--- config.mk ---
export PLATFORM = sky130hd
export DESIGN_NAME = fetch_ctrl
export DESIGN_NICKNAME = d
export VERILOG_FILES = /design/src/rtl/fetch_pkg.sv /design/src/rtl/fetch_ctrl.sv
export SDC_FILE = /design/constraint.sdc
export NUM_CORES = 1
export LEC_CHECK = 0
export ABC_AREA = 0
export CAP_MARGIN = 25
export CORE_AREA = 2 2 250 129
export DETAILED_ROUTE_END_ITERATION = 7
export DIE_AREA = 0 0 252 131
export HOLD_SLACK_MARGIN = 0.03
export PLACE_DENSITY_LB_ADDON = 0.25
export SYNTH_ARGS = -nofsm -noshare
export SYNTH_HDL_FRONTEND = slang
export SYNTH_SLANG_ARGS = --single-unit
--- constraint.sdc ---
create_clock -name clk -period 3.7 [get_ports clk]
set_clock_uncertainty 0.1 [all_clocks]
set_input_delay 0.555 -clock clk [delete_from_list [all_inputs] [get_ports clk]]
set_output_delay 0.555 -clock clk [all_outputs]
set_load 0.01 [all_outputs]
--- src/rtl/fetch_pkg.sv ---
// Shared fetch-stage types and constants.
// Imported by the fetch controller and its bench.
package fetch_pkg;

  typedef enum logic [1:0] {
    IDLE,
    REQ,
    WAIT,
    HOLD
  } state_t;

  localparam int INSTR_W = 32;
  localparam int PC_STEP = 4;

endpackage

--- src/rtl/fetch_ctrl.sv ---
// Instruction fetch controller: one outstanding read per PC,
// holds the word for decode, redirects squash stale fetches.
module fetch_ctrl
  import fetch_pkg::*;
#(
  parameter int                ADDR_W   = 64,
  parameter logic [ADDR_W-1:0] RESET_PC = '0
) (
  input  logic               clk,
  input  logic               reset,
  input  logic               enable,
  output logic               mem_req_valid,
  output logic [ADDR_W-1:0]  mem_req_addr,
  input  logic               mem_req_ready,
  input  logic               mem_resp_valid,
  input  logic [INSTR_W-1:0] mem_resp_data,
  input  logic               redirect_valid,
  input  logic [ADDR_W-1:0]  redirect_pc,
  output logic               instr_valid,
  output logic [INSTR_W-1:0] instr,
  output logic [ADDR_W-1:0]  instr_pc,
  input  logic               instr_ready,
  output logic [31:0]        fetch_count
);

  state_t            state, state_n;
  logic [ADDR_W-1:0] pc, pc_n;
  logic [ADDR_W-1:0] rd_pc;
  logic              squash, squash_n;
  logic              take;
  logic              deliver;

  assign rd_pc = {redirect_pc[ADDR_W-1:2], 2'b00};

  assign mem_req_valid = (state == REQ);
  assign mem_req_addr  = pc;
  assign instr_valid   = (state == HOLD);

  // next state, pc and squash; redirect has priority everywhere
  always_comb begin
    state_n  = state;
    pc_n     = pc;
    squash_n = squash;
    take     = 1'b0;
    deliver  = 1'b0;
    unique case (state)
      IDLE: begin
        if (redirect_valid) pc_n = rd_pc;
        if (enable) state_n = REQ;
      end
      REQ: begin
        if (redirect_valid) begin
          pc_n = rd_pc;
          if (mem_req_ready) begin
            state_n  = WAIT;
            squash_n = 1'b1;
          end
        end else if (mem_req_ready) begin
          state_n = WAIT;
        end else if (!enable) begin
          state_n = IDLE;
        end
      end
      WAIT: begin
        if (redirect_valid) begin
          pc_n = rd_pc;
          if (mem_resp_valid) begin
            squash_n = 1'b0;
            state_n  = REQ;
          end else begin
            squash_n = 1'b1;
          end
        end else if (mem_resp_valid) begin
          if (squash) begin
            squash_n = 1'b0;
            state_n  = enable ? REQ : IDLE;
          end else begin
            take    = 1'b1;
            state_n = HOLD;
          end
        end
      end
      HOLD: begin
        if (redirect_valid) begin
          pc_n    = rd_pc;
          state_n = REQ;
        end else if (instr_ready) begin
          pc_n    = pc + ADDR_W'(PC_STEP);
          deliver = 1'b1;
          state_n = enable ? REQ : IDLE;
        end
      end
      default: state_n = IDLE;
    endcase
  end

  // state, pc and the presented instruction registers
  always_ff @(posedge clk) begin
    if (reset) begin
      state       <= IDLE;
      pc          <= RESET_PC;
      squash      <= 1'b0;
      instr       <= '0;
      instr_pc    <= '0;
      fetch_count <= '0;
    end else begin
      state  <= state_n;
      pc     <= pc_n;
      squash <= squash_n;
      if (take) begin
        instr    <= mem_resp_data;
        instr_pc <= pc;
      end
      if (deliver) fetch_count <= fetch_count + 32'd1;
    end
  end

endmodule

==> metrics.md <==
| Metric | Value |
|---|---|
| Crit share post-route | 0.7694 |
| Post-synth EDFFs | 0 |
| CTS Hold Buffers Added | 0 |
| Register area share after synthesis | 0.4211 |
| Initial antenna violation count | 5 |
| FF/Latch Area | 3824 sq um |
| Clock Power Share | 0.413 |
| Hold crit path type | register to register |
| Slowest cell on the critical path | nor4b_4 |
| Met2 wire len | 14.92 mm |
| Total GRT Usage | 0.2127 |
| Mux share of post-synthesis cell area | 0.007028 |
| Least-Margin Pin Slew | 840.4 ps |
| Main combinational cell family by area after synthesis | simple AND/OR/NAND/NOR gates |
| Fmax | 351.3 MHz |
| Routability Congestion | 0.8550 |
| Area occupied by multi-input gates | 4881 sq um |
| Most frequent cells after synthesis | nand2_1 (258), dfxtp_1 (191), a21oi_1 (123) |
| Reg power frac | 0.481 |
| Simple-gate share of the synthesized area | 0.3185 |
| R2R Path Start | mem_req_addr[2]$_SDFFE_PP0P_ |
| Int Pwr | 3.289 mW |
| Clk Latency, worst-skew pair | 460 ps |
| Worst R2R End | mem_req_addr[38]$_SDFFE_PP0P_ |
| Synthesized area | 9080 sq um |
| Buffer depth of the longest clock path | 2 |
| Slowest stage delay, CP | 630 ps |
| P_sw | 1.343 mW |
| Post-synthesis xor/xnor area fraction | 0.02797 |
| Peak supply drop | 0.3690 mV |
| Max Fanout on Critical Path | 9 |
| Hpwl dp | 26.12 mm |
| TNS Setup | 0 ps |
| Total CTS buffers | 17 |
| Largest net degree at the start of global routing | 71 |
| Main area contributors after synthesis | dfxtp_1 (42%), nand2_1 (11%), a21oi_1 (6.8%), nor2_1 (3.7%), nand4_1 (3.5%) |
| Hold Violations, Final | 0 |
| YS warnings | 0 |
| Site row count | 46 |
| Vias in the first global route | 8719 |
| Vias per inst | 5.221 |
| Slew headroom | 0.4351 |
| Placed Cells | 1815 |
| DR DRC count | 0 |
| RSZ-0062 raised after global routing | false |
| Pre-CTS setup slack | 649.0 ps |
| Arr. time, crit path | 3090 ps |
| Port bufs | 290 |
| CTS tree | done |
| Post-synthesis async set-or-reset flop share | 0 |
| Synth cell types | 70 |
| Clock Pin Slew Worst Setup and Hold Paths | 80 ps |
| Initial DRT Pass Iterations | 5 |
| I/O Pins | 297 |
| Top cell type's share of synthesized area | 0.4211 |
| Hold path cells | 2 |
| Fin area | 12990 sq um |
| Post-Synth Adder-Cell Area | 0.002756 |
| WP buf/inv | 0 |
| Number of routed nets with antenna violations | 0 |
| Met3 wire len | 2.504 mm |
| CTS resizes | 0 |
| Proportion of layout cells with a drive suffix above 1 | 0.05903 |
| Finished Layout Cells | 1850 |
| Max-cap viol count | 0 |
| LEAKAGE | 4.306 nW |
| Stages on the worst setup path | 6 |
| Reg2Reg Setup Slack | 850 ps |
| HP Start | instr[30]$_SDFFE_PP0P_ |
| H-Tree Depth | 4 |
| Core area | 30960 sq um |
| Mean post-synth cell area | 7.734 sq um |
| Clk sink count | 191 |
| Worst Setup End Kind | register |
| Top sig layer | met5 |
| Req. time, crit path | 3940 ps |
| Top FF cell, synth | dfxtp_1 |
| Gr ovfl total | 0 |
| Final Max Slew Viols | 0 |
| P&R area growth vs syn | 43.10% |
| Reg2Reg Depth | 6 |
| # setup viols final | 0 |
| Vias post-DR | 9659 |
| Wire per inst | 19.40 um |
| First-iteration detailed-routing DRC count | 820 |
| Die area | 33010 sq um |
| Delay-heaviest family, CP | simple AND/OR/NAND/NOR gates |
| Initial Utilization | 0.2932 |
| Switching Share | 0.2899 |
| M1 wire length | 17.90 mm |
| Status | completed |
| Crit-path cells | ha_1 > nand3_1 > nor4b_4 > nand2_2 > or4b_1 > o2111a_1 |
| DIE WIDTH | 252 um |
| Die extent in y | 131 um |
| Post-synthesis compound-gate area fraction | 0.1778 |
| Fill cell count | 3099 |
| Most frequent cell after synthesis | nand2_1 |
| Pwr Density | 356.5 nW/um^2 |
| # Post-CTS Setup Buffers | 0 |
| WS Path Type | register to register |
| Final nets | 1532 |
| Fin worst setup slack | 853.3 ps |
| Synth Instances | 1174 |
| CTS root buffer | clkbuf_16 |
| Tmin final | 2847 ps |
| Cell accounting for the most synthesized area | dfxtp_1 |
| Hold Path Sink | instr[30]$_SDFFE_PP0P_ |
| Number of synthesized register bits | 191 |
| Setup crit start kind | register |
| Area post-placement | 12370 sq um |
| Global-route wire length before repair | 53.36 mm |
| Comb pwr share | 0.107 |
| Routed WL | 35.90 mm |
==> how the worst max path moves through the flow <==
stage	startpoint	endpoint	slack, ps
global placement	instr_ready	fetch_count[30]$_SDFFE_PP0P_	690
global route	mem_req_addr[2]$_SDFFE_PP0P_	mem_req_addr[38]$_SDFFE_PP0P_	690
detailed placement	instr_ready	fetch_count[30]$_SDFFE_PP0P_	650
floorplan	mem_req_addr[2]$_SDFFE_PP0P_	mem_req_addr[48]$_SDFFE_PP0P_	1460
finish	mem_req_addr[2]$_SDFFE_PP0P_	mem_req_addr[38]$_SDFFE_PP0P_	850
CTS	mem_req_addr[2]$_SDFFE_PP0P_	mem_req_addr[38]$_SDFFE_PP0P_	870
==> metrics by stage <==
stage                     utilization  hold slack, ps  total power, mW
after floorplan                     -           380.5            2.444
after global placement         0.3995           341.1            2.760
after detailed placement       0.3995           345.6            2.767
after CTS                      0.4187           346.5            4.694
after global routing           0.4195           373.3            4.826
final                          0.4196           353.7            4.632
==> final cells by class <==
cell class	instances	area share
Antenna cell	2	0.0003852
Clock buffer	17	0.03274
Clock inverter	15	0.01290
Inverter	9	0.002600
Multi-Input combinational cell	889	0.3756
Sequential cell	191	0.2943
Tap cell	408	0.03929
Timing Repair Buffer	319	0.2422
==> cell families (layout without fill, tap and decap cells) <==
family          after synthesis  after routing
fa+ha+maj                     2              2
xor+xnor                     29             29
flops                       191            191
other cells                   1              6
buf+inv                      97            360
simple gates                588            588
compound gates              260            260
mux                           6              6
==> worst reg2reg max path: stages, from the launching register on <==
cell and delay (ps):
dfxtp_1 500, ha_1 250, nand3_1 280, nor4b_4 630, nand2_2 290, or4b_1 570, o2111a_1 130
==> flip-flops by register name (all words and copies together) (netlist names) <==
name / cells
instr_pc: 62
mem_req_addr: 62
fetch_count: 32
instr: 32
state: 2
squash: 1
==> power groups by stage <==
| stage | sequential [mW] | clock [mW] | combinational, mW |
|---|---|---|---|
| floorplan | 2.24 | 0 | 0.200 |
| global placement | 2.27 | 0 | 0.490 |
| detailed placement | 2.27 | 0 | 0.494 |
| CTS | 2.22 | 1.97 | 0.497 |
| global route | 2.24 | 2.05 | 0.533 |
| finish | 2.23 | 1.91 | 0.494 |
==> cells in the final DEF, fill, tap and decap left out, types with 5 or more instances in the layout <==
cell / n
clkdlybuf4s50_1: 288
nand2_1: 258
dfxtp_1: 191
a21oi_1: 123
nor2_1: 90
nand3_1: 55
nand4_1: 51
o21ai_0: 38
buf_4: 27
nor3_1: 20
xor2_1: 19
o31ai_1: 18
clkbuf_16: 18
and4_1: 17
or3_1: 17
and3_1: 14
a311oi_1: 14
nor4_1: 13
a211oi_1: 13
or4_1: 11
xnor2_1: 10
inv_1: 9
and2_1: 8
o21a_1: 7
a21o_1: 6
inv_8: 6
a22oi_1: 5
a31oi_1: 5
==> per-layer routing <==
metal	track usage	vias to the layer above
met5	0	-
met4	0.06335	4
met3	0.05468	33
met2	0.2933	301
met1	0.3193	4604
li1	-	4717
Note: power is estimated with default switching activity, not from simulation.
